===== src/rtl/gb_mapper_pkg.sv =====
// gb_mapper_pkg: shared constants, region codes and the address-region decoder
// for the Game Boy cartridge bank controller.
package gb_mapper_pkg;

  localparam int MBC1 = 1;
  localparam int MBC5 = 5;

  localparam logic [3:0] RAM_KEY = 4'hA;

  localparam logic [15:0] BASE_ROMB_LO = 16'h2000;
  localparam logic [15:0] BASE_ROMB_HI = 16'h3000;
  localparam logic [15:0] BASE_RAMB    = 16'h4000;
  localparam logic [15:0] BASE_MODE    = 16'h6000;
  localparam logic [15:0] BASE_VRAM    = 16'h8000;
  localparam logic [15:0] BASE_XRAM    = 16'hA000;
  localparam logic [15:0] BASE_HIGH    = 16'hC000;

  typedef enum logic [2:0] {
    RG_RAMEN,
    RG_ROMB_LO,
    RG_ROMB_HI,
    RG_RAMB,
    RG_MODE,
    RG_VRAM,
    RG_XRAM,
    RG_HIGH
  } region_e;

  function automatic region_e decode_region(input logic [15:0] a);
    if (a < BASE_ROMB_LO)      return RG_RAMEN;
    else if (a < BASE_ROMB_HI) return RG_ROMB_LO;
    else if (a < BASE_RAMB)    return RG_ROMB_HI;
    else if (a < BASE_MODE)    return RG_RAMB;
    else if (a < BASE_VRAM)    return RG_MODE;
    else if (a < BASE_XRAM)    return RG_VRAM;
    else if (a < BASE_HIGH)    return RG_XRAM;
    else                       return RG_HIGH;
  endfunction

endpackage


===== src/rtl/gb_mapper_sync_if.sv =====
// gb_mapper_sync_if: Game Boy cartridge bus as seen by the cartridge.
//   GB_ADDR/GB_DIN/GB_WR_N/GB_RD_N/GB_CS_N : driven by the GB CPU
//   GB_DOUT/GB_DOE                         : driven by the cartridge
// master = CPU side, slave = cartridge controller.
interface gb_mapper_sync_if;
  logic [15:0] GB_ADDR;
  logic [7:0]  GB_DIN;
  logic [7:0]  GB_DOUT;
  logic        GB_DOE;
  logic        GB_WR_N;
  logic        GB_RD_N;
  logic        GB_CS_N;

  modport master (
    output GB_ADDR, GB_DIN, GB_WR_N, GB_RD_N, GB_CS_N,
    input  GB_DOUT, GB_DOE
  );

  modport slave (
    input  GB_ADDR, GB_DIN, GB_WR_N, GB_RD_N, GB_CS_N,
    output GB_DOUT, GB_DOE
  );
endinterface


===== src/rtl/gb_bus_sync.sv =====
// gb_bus_sync: brings the asynchronous GB strobes into the board clock domain.
//   clk, rst          : board clock, synchronous active-high reset
//   wr_n/rd_n/cs_n_pin: raw strobes;  addr_pin/data_pin: raw bus
//   wr_n/rd_n/cs_n    : 2-FF synchronised strobes (reset to 1)
//   commit            : one-cycle pulse on a synchronised WR_N rising edge
//   cap_addr/cap_data : bus captured while the synchronised WR_N is low
module gb_bus_sync (
  input  logic        clk,
  input  logic        rst,
  input  logic        wr_n_pin,
  input  logic        rd_n_pin,
  input  logic        cs_n_pin,
  input  logic [15:0] addr_pin,
  input  logic [7:0]  data_pin,
  output logic        wr_n,
  output logic        rd_n,
  output logic        cs_n,
  output logic        commit,
  output logic [15:0] cap_addr,
  output logic [7:0]  cap_data
);

  logic       wr_s1, rd_s1, cs_s1;
  logic       wr_s2, rd_s2, cs_s2;
  logic       wr_prev;
  logic [2:0] vld;
  logic       armed;
  logic       fall, rise;

  always_ff @(posedge clk) begin
    if (rst) begin
      wr_s1    <= 1'b1;
      rd_s1    <= 1'b1;
      cs_s1    <= 1'b1;
      wr_s2    <= 1'b1;
      rd_s2    <= 1'b1;
      cs_s2    <= 1'b1;
      wr_prev  <= 1'b1;
      vld      <= '0;
      armed    <= 1'b0;
      cap_addr <= '0;
      cap_data <= '0;
    end else begin
      wr_s1   <= wr_n_pin;
      rd_s1   <= rd_n_pin;
      cs_s1   <= cs_n_pin;
      wr_s2   <= wr_s1;
      rd_s2   <= rd_s1;
      cs_s2   <= cs_s1;
      wr_prev <= wr_s2;
      vld     <= {vld[1:0], 1'b1};
      if (!wr_s2) begin
        cap_addr <= addr_pin;
        cap_data <= data_pin;
      end
      if (fall)
        armed <= 1'b1;
      else if (rise)
        armed <= 1'b0;
    end
  end

  // The reset value 1 of the sync chain is artificial; a falling edge only
  // counts once wr_s2 and wr_prev both hold real pin samples (3 CLK after
  // reset), so a write already low at reset release never arms a commit.
  assign fall   = vld[2] & wr_prev & ~wr_s2;
  assign rise   = ~wr_prev & wr_s2;
  assign commit = rise & armed;

  assign wr_n = wr_s2;
  assign rd_n = rd_s2;
  assign cs_n = cs_s2;

endmodule


===== src/rtl/gb_mapper_sync.sv =====
// gb_mapper_sync: synchronous MBC1/MBC5 cartridge bank controller.
//   CLK, RST         : board clock (>= 8x bus rate), synchronous active-high reset
//   gb               : cartridge bus (slave modport)
//   ROM_ADDR/ROM_DQ  : flash address / read data
//   RAM_ADDR/RAM_DIN/RAM_DOUT/RAM_WE : SRAM address, read data, write data, 1-CLK write pulse
//   RAM_EN_Q, ROM_BANK_Q, RAM_BANK_Q : status (RAM enabled, bank at 0x4000, RAM bank)
module gb_mapper_sync
  import gb_mapper_pkg::*;
#(
  parameter  int MAPPER = 1,
  parameter  int ROM_AW = 22,
  parameter  int RAM_AW = 15,
  localparam int RBW    = ROM_AW - 14,
  // RAM_AW = 13 means no bank bits; keep a 1-bit status port in that case
  localparam int ABW    = (RAM_AW > 13) ? (RAM_AW - 13) : 1
) (
  input  logic              CLK,
  input  logic              RST,
  gb_mapper_sync_if.slave   gb,
  output logic [ROM_AW-1:0] ROM_ADDR,
  input  logic [7:0]        ROM_DQ,
  output logic [RAM_AW-1:0] RAM_ADDR,
  input  logic [7:0]        RAM_DIN,
  output logic [7:0]        RAM_DOUT,
  output logic              RAM_WE,
  output logic              RAM_EN_Q,
  output logic [RBW-1:0]    ROM_BANK_Q,
  output logic [ABW-1:0]    RAM_BANK_Q
);

  if (MAPPER != MBC1 && MAPPER != MBC5) begin : g_bad_mapper
    $error("gb_mapper_sync: MAPPER must be 1 or 5");
  end
  if (ROM_AW < 15 || ROM_AW > 23) begin : g_bad_rom_aw
    $error("gb_mapper_sync: ROM_AW must be 15..23");
  end
  if (RAM_AW < 13 || RAM_AW > 17) begin : g_bad_ram_aw
    $error("gb_mapper_sync: RAM_AW must be 13..17");
  end

  logic        wr_n_s, rd_n_s, cs_n_s;
  logic        commit;
  logic [15:0] cap_addr;
  logic [7:0]  cap_data;

  gb_bus_sync u_sync (
    .clk      (CLK),
    .rst      (RST),
    .wr_n_pin (gb.GB_WR_N),
    .rd_n_pin (gb.GB_RD_N),
    .cs_n_pin (gb.GB_CS_N),
    .addr_pin (gb.GB_ADDR),
    .data_pin (gb.GB_DIN),
    .wr_n     (wr_n_s),
    .rd_n     (rd_n_s),
    .cs_n     (cs_n_s),
    .commit   (commit),
    .cap_addr (cap_addr),
    .cap_data (cap_data)
  );

  logic       ram_en;
  logic [4:0] bank1;
  logic [1:0] bank2;
  logic       mode;
  logic [8:0] romb;
  logic [3:0] ramb;
  logic       ram_we;
  region_e    cap_rg, bus_rg;

  assign cap_rg = decode_region(cap_addr);
  assign bus_rg = decode_region(gb.GB_ADDR);

  always_ff @(posedge CLK) begin
    if (RST) begin
      ram_en <= 1'b0;
      bank1  <= '0;
      bank2  <= '0;
      mode   <= 1'b0;
      romb   <= 9'd1;
      ramb   <= '0;
      ram_we <= 1'b0;
    end else begin
      ram_we <= commit && (cap_rg == RG_XRAM) && ram_en;
      if (commit) begin
        case (cap_rg)
          RG_RAMEN:   ram_en <= (cap_data[3:0] == RAM_KEY);
          RG_ROMB_LO: if (MAPPER == MBC1) bank1 <= cap_data[4:0];
                      else                romb[7:0] <= cap_data;
          RG_ROMB_HI: if (MAPPER == MBC1) bank1 <= cap_data[4:0];
                      else                romb[8] <= cap_data[0];
          RG_RAMB:    if (MAPPER == MBC1) bank2 <= cap_data[1:0];
                      else                ramb <= cap_data[3:0];
          RG_MODE:    if (MAPPER == MBC1) mode <= cap_data[0];
          default:    ;
        endcase
      end
    end
  end

  logic [RBW-1:0] bank_hi, bank_lo;
  logic [ABW-1:0] ram_bank;
  logic [12:0]    ram_a;

  always_comb begin
    if (MAPPER == MBC1) begin
      bank_hi  = RBW'({bank2, (bank1 == 5'd0) ? 5'd1 : bank1});
      bank_lo  = mode ? RBW'({bank2, 5'd0}) : '0;
      ram_bank = mode ? ABW'(bank2) : '0;
    end else begin
      bank_hi  = RBW'(romb);
      bank_lo  = '0;
      ram_bank = ABW'(ramb);
    end
  end

  assign ROM_ADDR = {gb.GB_ADDR[14] ? bank_hi : bank_lo, gb.GB_ADDR[13:0]};

  // The write pulse comes after WR_N has risen, when the live bus may have
  // moved on, so the SRAM address is taken from the captured one.
  assign ram_a = ram_we ? cap_addr[12:0] : gb.GB_ADDR[12:0];

  if (RAM_AW > 13) begin : g_ram_banked
    assign RAM_ADDR = {ram_bank, ram_a};
  end else begin : g_ram_flat
    assign RAM_ADDR = ram_a;
  end

  assign RAM_DOUT = cap_data;
  assign RAM_WE   = ram_we;

  logic rom_rd, ram_rd;
  assign rom_rd = ~gb.GB_ADDR[15];
  assign ram_rd = (bus_rg == RG_XRAM) && !cs_n_s && ram_en;

  assign gb.GB_DOE  = !rd_n_s && wr_n_s && (rom_rd || ram_rd);
  assign gb.GB_DOUT = rom_rd ? ROM_DQ : RAM_DIN;

  assign RAM_EN_Q   = ram_en;
  assign ROM_BANK_Q = bank_hi;
  assign RAM_BANK_Q = ram_bank;

endmodule


===== src/flat_wrapper.sv =====
// flat-port wrapper written by rule: the top's interface ports become plain ports
module gb_mapper_sync_flat import gb_mapper_pkg::*;
#(
  parameter  int MAPPER = 1,
  parameter  int ROM_AW = 22,
  parameter  int RAM_AW = 15,
  localparam int RBW    = ROM_AW - 14,
                                                                          
  localparam int ABW    = (RAM_AW > 13) ? (RAM_AW - 13) : 1
)
  (CLK, RST, ROM_ADDR, ROM_DQ, RAM_ADDR, RAM_DIN, RAM_DOUT, RAM_WE, RAM_EN_Q, ROM_BANK_Q, RAM_BANK_Q, gb_GB_ADDR, gb_GB_DIN, gb_GB_WR_N, gb_GB_RD_N, gb_GB_CS_N, gb_GB_DOUT, gb_GB_DOE);
  gb_mapper_sync_if gb_i ();
  input  logic CLK;
  input  logic RST;
  output logic [ROM_AW-1:0] ROM_ADDR;
  input  logic [7:0] ROM_DQ;
  output logic [RAM_AW-1:0] RAM_ADDR;
  input  logic [7:0] RAM_DIN;
  output logic [7:0] RAM_DOUT;
  output logic RAM_WE;
  output logic RAM_EN_Q;
  output logic [RBW-1:0] ROM_BANK_Q;
  output logic [ABW-1:0] RAM_BANK_Q;
  input wire logic [$bits(gb_i.GB_ADDR)-1:0] gb_GB_ADDR;
  input wire logic [$bits(gb_i.GB_DIN)-1:0] gb_GB_DIN;
  input wire logic [$bits(gb_i.GB_WR_N)-1:0] gb_GB_WR_N;
  input wire logic [$bits(gb_i.GB_RD_N)-1:0] gb_GB_RD_N;
  input wire logic [$bits(gb_i.GB_CS_N)-1:0] gb_GB_CS_N;
  output wire logic [$bits(gb_i.GB_DOUT)-1:0] gb_GB_DOUT;
  output wire logic [$bits(gb_i.GB_DOE)-1:0] gb_GB_DOE;
  assign gb_i.GB_ADDR = gb_GB_ADDR;
  assign gb_i.GB_DIN = gb_GB_DIN;
  assign gb_i.GB_WR_N = gb_GB_WR_N;
  assign gb_i.GB_RD_N = gb_GB_RD_N;
  assign gb_i.GB_CS_N = gb_GB_CS_N;
  assign gb_GB_DOUT = gb_i.GB_DOUT;
  assign gb_GB_DOE = gb_i.GB_DOE;
  gb_mapper_sync #(.MAPPER(MAPPER), .ROM_AW(ROM_AW), .RAM_AW(RAM_AW)) u_core (.CLK(CLK), .RST(RST), .gb(gb_i), .ROM_ADDR(ROM_ADDR), .ROM_DQ(ROM_DQ), .RAM_ADDR(RAM_ADDR), .RAM_DIN(RAM_DIN), .RAM_DOUT(RAM_DOUT), .RAM_WE(RAM_WE), .RAM_EN_Q(RAM_EN_Q), .ROM_BANK_Q(ROM_BANK_Q), .RAM_BANK_Q(RAM_BANK_Q));
endmodule

===== config.mk =====
export PLATFORM = sky130hd
export DESIGN_NAME = gb_mapper_sync_flat
export DESIGN_NICKNAME = d
export VERILOG_FILES = /design/src/rtl/gb_mapper_pkg.sv /design/src/rtl/gb_mapper_sync_if.sv /design/src/rtl/gb_bus_sync.sv /design/src/rtl/gb_mapper_sync.sv /design/src/flat_wrapper.sv
export SDC_FILE = /design/constraint.sdc
export NUM_CORES = 1
export LEC_CHECK = 0
export ABC_CLOCK_PERIOD_IN_PS = 1900
export CORE_ASPECT_RATIO = 2
export CORE_MARGIN = 5
export CORE_UTILIZATION = 35
export DETAILED_ROUTE_END_ITERATION = 6
export PLACE_DENSITY = 0.73
export SYNTH_ARGS = -nofsm -noshare
export SYNTH_HDL_FRONTEND = slang
export SYNTH_SLANG_ARGS = --single-unit
export TNS_END_PERCENT = 30

===== constraint.sdc =====
create_clock -name CLK -period 1.9 [get_ports CLK]
set_input_delay 0.38 -clock CLK [delete_from_list [all_inputs] [get_ports CLK]]
set_output_delay 0.38 -clock CLK [all_outputs]
set_load 0.03 [all_outputs]

==> results.cfg, run 1 <==
[layout]
fin_nets = 347
area_growth_pct = 53.97
regArea_um2 = 902.1
final_layout_size_suffix_gt1_frac = 0.3135
multi_input_gate_area_in_the_final_layout_um2 = 967.2
final_area_um2 = 3177
filler_cell_count = 556
antenna_cells = 0
final_util = 0.5564

[setup_path]
worst_ep_required_time_ps = 1520
rrSetupSlack_ps = 400
r2r_cells = 3
critical_path.reg2reg.endpoint = u_core.bank1[1]
rr_startpoint = u_core.u_sync.wr_prev
end_kind = output port
cp.arrival_ps = 1480
worstSetupStartpointType = flip-flop
criticalPathCategory = flip-flop to output port
path_max_fanout = 4
worst_setup_path_startpoint = u_core.bank2[1]

[drt]
drt_wl_total_um = 5271
initialDrtViolationCount = 36
drt_drc_violations_left = 0
drtAntennaViolNets = 0
vias = 1734
viasPerCell = 4.764
drt_first_pass_iters = 4
dr_wl_cell_um = 14.48

[timing]
timing.final.max_slew_violations = 0
maxSlewHeadroom = 0.6614
setup_viol = 0
max_freq_ghz = 0.5385
finalSetupTns_ps = 0
whs_ps = 406.0
final.min_clock_period_ps = 1857
finClkSkew_ps = 3.290
finalHoldViolations = 0
max_slew.worst_pin.slew_ps = 505.6
rsz_0062_raised_after_global_routing = false
post_route_fraction_of_the_period_consumed_by_the_critical_path = 0.9775

[clock_network]
clk_pin_slew_ps = 60
cts.path.max_buffers = 2
cell_at_the_root_of_the_clock_tree = clkbuf_16
cts_setup_buffers = 0
cts_tree = built
cts.sink_count = 45
clock_latency_of_the_later_clocked_register_in_the_worst_skew_pair_ps = 280
htree_levels = 2
holdBufCountCts = 0
tritoncts.num_buffers = 5

[min_path]
min_to = u_core.u_sync.wr_n
timing.hold.worst.class = flip-flop to flip-flop
hold_depth = 1
worstHoldStart = u_core.u_sync.wr_s1

[place]
postPlaceCellArea_um2 = 3032
routabilityCongestion = 0.7326
io_buffers = 108
place.detailed.hpwl_um = 4127

[logic_synthesis]
yosys_most_used_dff = dfxtp_1
count_of_flip_flops_with_a_built_in_enable_after_synthesis = 0
main_area_contributors_after_synthesis = dfxtp_1, mux2i_1, mux2_2, buf_4, nor2_1
synth_seq_area_share = 0.4366
synth.distinct_cells = 30
yosys_top_cell_by_area = dfxtp_1
ys_async_sr_fraction = 0
post_synth_inst_count = 207
synth-warning-count = 0
synth_largest_type_area_fraction = 0.4366
synth.top_cells.by_count = dfxtp_1, mux2i_1, nor2_1
synth_seq_cells = 45
postSynthAreaPerCell_um2 = 9.967
synth_most_common_cell = dfxtp_1
cell_area_after_synthesis_um2 = 2063

[die]
rows = 39
fp.dieH_um = 118.6
io_pins = 111
die_area_um2 = 7624
start_util = 0.3614
die_width_um = 64.29
fp.coreArea_um2 = 5709

[power]
leakage_uw = 0.001418
ir_worst_vdd_v = 0.0006921
fin_total_pwr_uw = 2400
pwr_density_cell_nw_per_um2 = 755.3

[global_route]
grtUsageTotal = 0.1386
global_route_wire_length_before_repair_um = 8604
grt-ovfl-total = 0
grt_antenna_before_repair = 0
grt_pass1_vias = 1741
grt_max_degree = 22

[outcome]
status = finished clean

[flow_run]
cap_violations = 0
## layout make-up
cell class | instances | share of cell area
Tap cell | 61 | 0.02403
Clock buffer | 6 | 0.04372
Multi-Input combinational cell | 129 | 0.3045
Inverter | 2 | 0.002363
Clock inverter | 2 | 0.01182
Timing Repair Buffer | 119 | 0.3297
Sequential cell | 45 | 0.2840
## through the flow
| step | cells | setup WS (ps) |
|---|---|---|
| global route | 364 | 7.289 |
| floorplan | 208 | 35.08 |
| finish | 364 | 42.82 |
| CTS | 363 | -99.31 |
| global placement | 355 | -410.8 |
| detailed placement | 355 | -410.8 |
## worst max-delay path, cell delays in order, from the launching register on
cell             delay (ps)
dfxtp_1                 370
and2_1                  150
clkdlybuf4s50_1         670
## state kept, by name (all words and copies together), names as in the netlist
register,count
u_core.u_sync.armed,1
u_core.bank2,2
u_core.u_sync.vld,3
u_core.u_sync.cap_addr,16
u_core.bank1,5
u_core.RAM_EN_Q,1
u_core.u_sync.cap_data,8
u_core.u_sync.wr_prev,1
u_core.u_sync.cs_n,1
u_core.RAM_WE,1
u_core.u_sync.rd_n,1
u_core.u_sync.wr_n,1
u_core.u_sync.wr_s1,1
u_core.mode,1
u_core.u_sync.rd_s1,1
u_core.u_sync.cs_s1,1
## timing repair
item | 4_1_cts | 5_1_grt
resized for setup | 32 | 15
cloned | 0 | 1
hold endpoints to repair | 0 | 0
setup endpoints to repair | 12 | 8
## cells in the final DEF (no fill, tap or decap), drive strengths merged
master         count
nor4b              1
nor3b              2
nand2             13
o21a               2
o211ai             1
mux2i             31
o311ai             1
or4b               1
a2bb2oi            1
bufinv             1
a21oi              2
clkdlybuf4s50     59
dfxtp             45
or2                7
clkbuf             6
dlymetal6s2s       1
buf               55
nand3              2
and2               7
nor2b              2
nand4bb            1
nor2              27
o41ai              2
o31ai              1
conb               2
nand2b             2
clkinvlp           1
mux2              21
dlygate4sd2        4
inv                2
## where the power goes
part	leakage, µW	internal [µW]	switching [µW]	total [µW]
Clock	0.0000831	656	353	1010
Sequential	0.000366	971	15.1	986
Combinational	0.000969	202	203	405
## per-layer routing
layer  up-vias  part of all wire  global-route usage  wire length (µm)
li1        869                 -                   -                 -
met1       799              0.35              0.1494              1862
met2        61              0.55              0.2475              2916
met3         5             0.077             0.03510               406
met4         0             0.016             0.05732                85
met5         -                 0                   0                 0
## worst max-delay path by stage
stage                                to  slack, ps  cells past startpoint
after global routing      RAM_BANK_Q[1]          7                      2
final                      RAM_ADDR[14]         40                      2
after global placement    gb_GB_DOUT[5]       -410                      4
after CTS                 gb_GB_DOUT[6]       -100                      4
after floorplan            ROM_ADDR[14]         40                      2
after detailed placement  gb_GB_DOUT[6]       -410                      4
## kinds of logic after synthesis
group	Yosys count	share of synthesized area
simple gates	65	0.1601
flops	45	0.4366
other cells	1	0.001818
compound gates	10	0.03639
buf+inv	34	0.1001
mux	52	0.2650
Power figures use the tool's default switching activity.
==> inputs of run 2 (changes only) <==
--- a/config.mk
+++ b/config.mk
@@ -9,8 +9,9 @@
 export CORE_ASPECT_RATIO = 2
 export CORE_MARGIN = 5
 export CORE_UTILIZATION = 35
+export CTS_CLUSTER_DIAMETER = 50
 export DETAILED_ROUTE_END_ITERATION = 6
-export PLACE_DENSITY = 0.73
+export DONT_BUFFER_PORTS = 1
 export SYNTH_ARGS = -nofsm -noshare
 export SYNTH_HDL_FRONTEND = slang
 export SYNTH_SLANG_ARGS = --single-unit
==> results.cfg, run 2 (synthesized netlist as in run 1, its figures left out) <==
[outcome]
status = finished clean

[timing]
finalHoldViolations = 0
rsz_0062_raised_after_global_routing = false
post_route_fraction_of_the_period_consumed_by_the_critical_path = 0.9244
max_slew.worst_pin.slew_ps = 508.8
max_freq_ghz = 0.5693
finClkSkew_ps = 6.730
setup_slack_ps = 143.5
setup_viol = 0
final.min_clock_period_ps = 1756
finalSetupTns_ps = 0
whs_ps = 163.8
maxSlewHeadroom = 0.6593
timing.final.max_slew_violations = 0

[layout]
layout.cells.non_filler = 263
largest_reg_flops = 16
filler_cell_count = 562
reg.largest.list = u_core.u_sync.cap_addr (16), u_core.u_sync.cap_data (8), u_core.bank1 (5)
final_util = 0.3967
area_growth_pct = 9.763
fin_nets = 246
antenna_cells = 0
registers.top_by_ff_count = u_core.u_sync.cap_addr
final_cell_mix = dfxtp_1, mux2i_1, nor2_1, mux2_2, buf_4
mostFrequentLayoutCell = dfxtp_1
final_layout_size_suffix_gt1_frac = 0.2871

[drt]
drt_wl_total_um = 4365
detailroute.wirelength.met2_um = 2440
top_signal_layer_used = met4
viasPerCell = 5.194
drtAntennaViolNets = 0
met1_length_um = 1389
drt_first_pass_iters = 4
vias = 1366
drt_drc_violations_left = 0
initialDrtViolationCount = 27
route.met3.wl_um = 445
dr_wl_cell_um = 16.60

[setup_path]
rrSetupSlack_ps = 410
worst_ep_required_time_ps = 1520
worst_setup_path_startpoint = u_core.RAM_WE
cp.arrival_ps = 1380
rr_startpoint = u_core.u_sync.wr_prev
worstSetupStartpointType = flip-flop
critical_path.reg2reg.endpoint = u_core.bank1[3]
end_kind = output port
criticalPathCategory = flip-flop to output port
path_max_fanout = 6
capture_point_of_the_critical_path = RAM_ADDR[4]
r2r_cells = 3

[clock_network]
cts_tree = built
cts.path.max_buffers = 2
cell_at_the_root_of_the_clock_tree = clkbuf_16
cts.sink_count = 45
clock_latency_of_the_later_clocked_register_in_the_worst_skew_pair_ps = 280
tritoncts.num_buffers = 5
htree_levels = 2
post_cts_sizing = 0
clk_pin_slew_ps = 60
cts_setup_buffers = 0
holdBufCountCts = 0

[global_route]
grt_antenna_before_repair = 0
grtUsageTotal = 0.1181
grt-ovfl-total = 0
global_route_wire_length_before_repair_um = 7134
grt_max_degree = 38
grt_pass1_vias = 1437

[die]
rows = 39
io_pins = 111
fp.coreArea_um2 = 5709
start_util = 0.3614
fp.dieH_um = 118.6
die_area_um2 = 7624
die_width_um = 64.29

[place]
dp_cells = 255
place.detailed.hpwl_um = 3312
place_worst_setup_slack_ps = 400.4
routabilityCongestion = 0.6955
io_buffers = 0

[min_path]
timing.hold.worst.class = input port to flip-flop

[power]
ir_worst_vdd_v = 0.0007411
leakage_uw = 0.0009832
pwr_density_cell_nw_per_um2 = 961.3

[flow_run]
cap_violations = 0
==> run 2: worst max-delay path: stages (launching register included) <==
cell and delay, ps:
dfxtp_1 470, buf_4 200, mux2_2 420
==> run 2: power by group <==
part,switching [µW],internal (µW)
clock,351,656
sequential,21.6,971
combinational,113,64.8
==> run 2: cell type report <==
class,count,area (µm²),share of cell area
clock buffers,6,138.9,0.06133
clock inverters,2,37.54,0.01657
inverters,2,7.507,0.003315
multi-input cells,129,967.2,0.4271
flip-flops and latches,45,902.1,0.3983
well taps,61,76.32,0.03370
repair buffers,18,135.1,0.05967
==> run 2: worst min-delay path by stage <==
stage | slack (ps) | cells past startpoint | endpoint | startpoint
2_1_floorplan | 390 | 1 | u_core.u_sync.cs_n | u_core.u_sync.cs_s1
3_3_place_gp | 390 | 1 | u_core.u_sync.rd_n | u_core.u_sync.rd_s1
3_5_place_dp | 390 | 1 | u_core.u_sync.cs_n | u_core.u_sync.cs_s1
4_1_cts | 150 | 1 | u_core.u_sync.cap_data[6] | RST
5_1_grt | 150 | 1 | u_core.u_sync.cap_addr[1] | RST
6_report | 160 | 1 | u_core.u_sync.cap_data[6] | RST
==> run 2: routing by layer <==
layer / GRT usage / vias up
met5: 0 / -
met4: 0.05732 / 0
met3: 0.04080 / 6
met2: 0.2157 / 67
met1: 0.1120 / 634
li1: - / 659
==> run 2: per-stage QoR <==
stage	power, µW	instance area (µm²)
floorplan	1240	2074
global placement	1193	2088
detailed placement	1194	2088
CTS	2221	2265
global route	2272	2265
finish	2177	2265
==> inputs of run 3 (changes only) <==
--- a/config.mk
+++ b/config.mk
@@ -10,6 +10,7 @@
 export CORE_MARGIN = 5
 export CORE_UTILIZATION = 35
 export CTS_CLUSTER_DIAMETER = 50
+export CTS_CLUSTER_SIZE = 24
 export DETAILED_ROUTE_END_ITERATION = 6
 export DONT_BUFFER_PORTS = 1
 export SYNTH_ARGS = -nofsm -noshare
==> results of run 3 <==
Same layout as run 2: the final DEF is identical, and so are final timing and power.
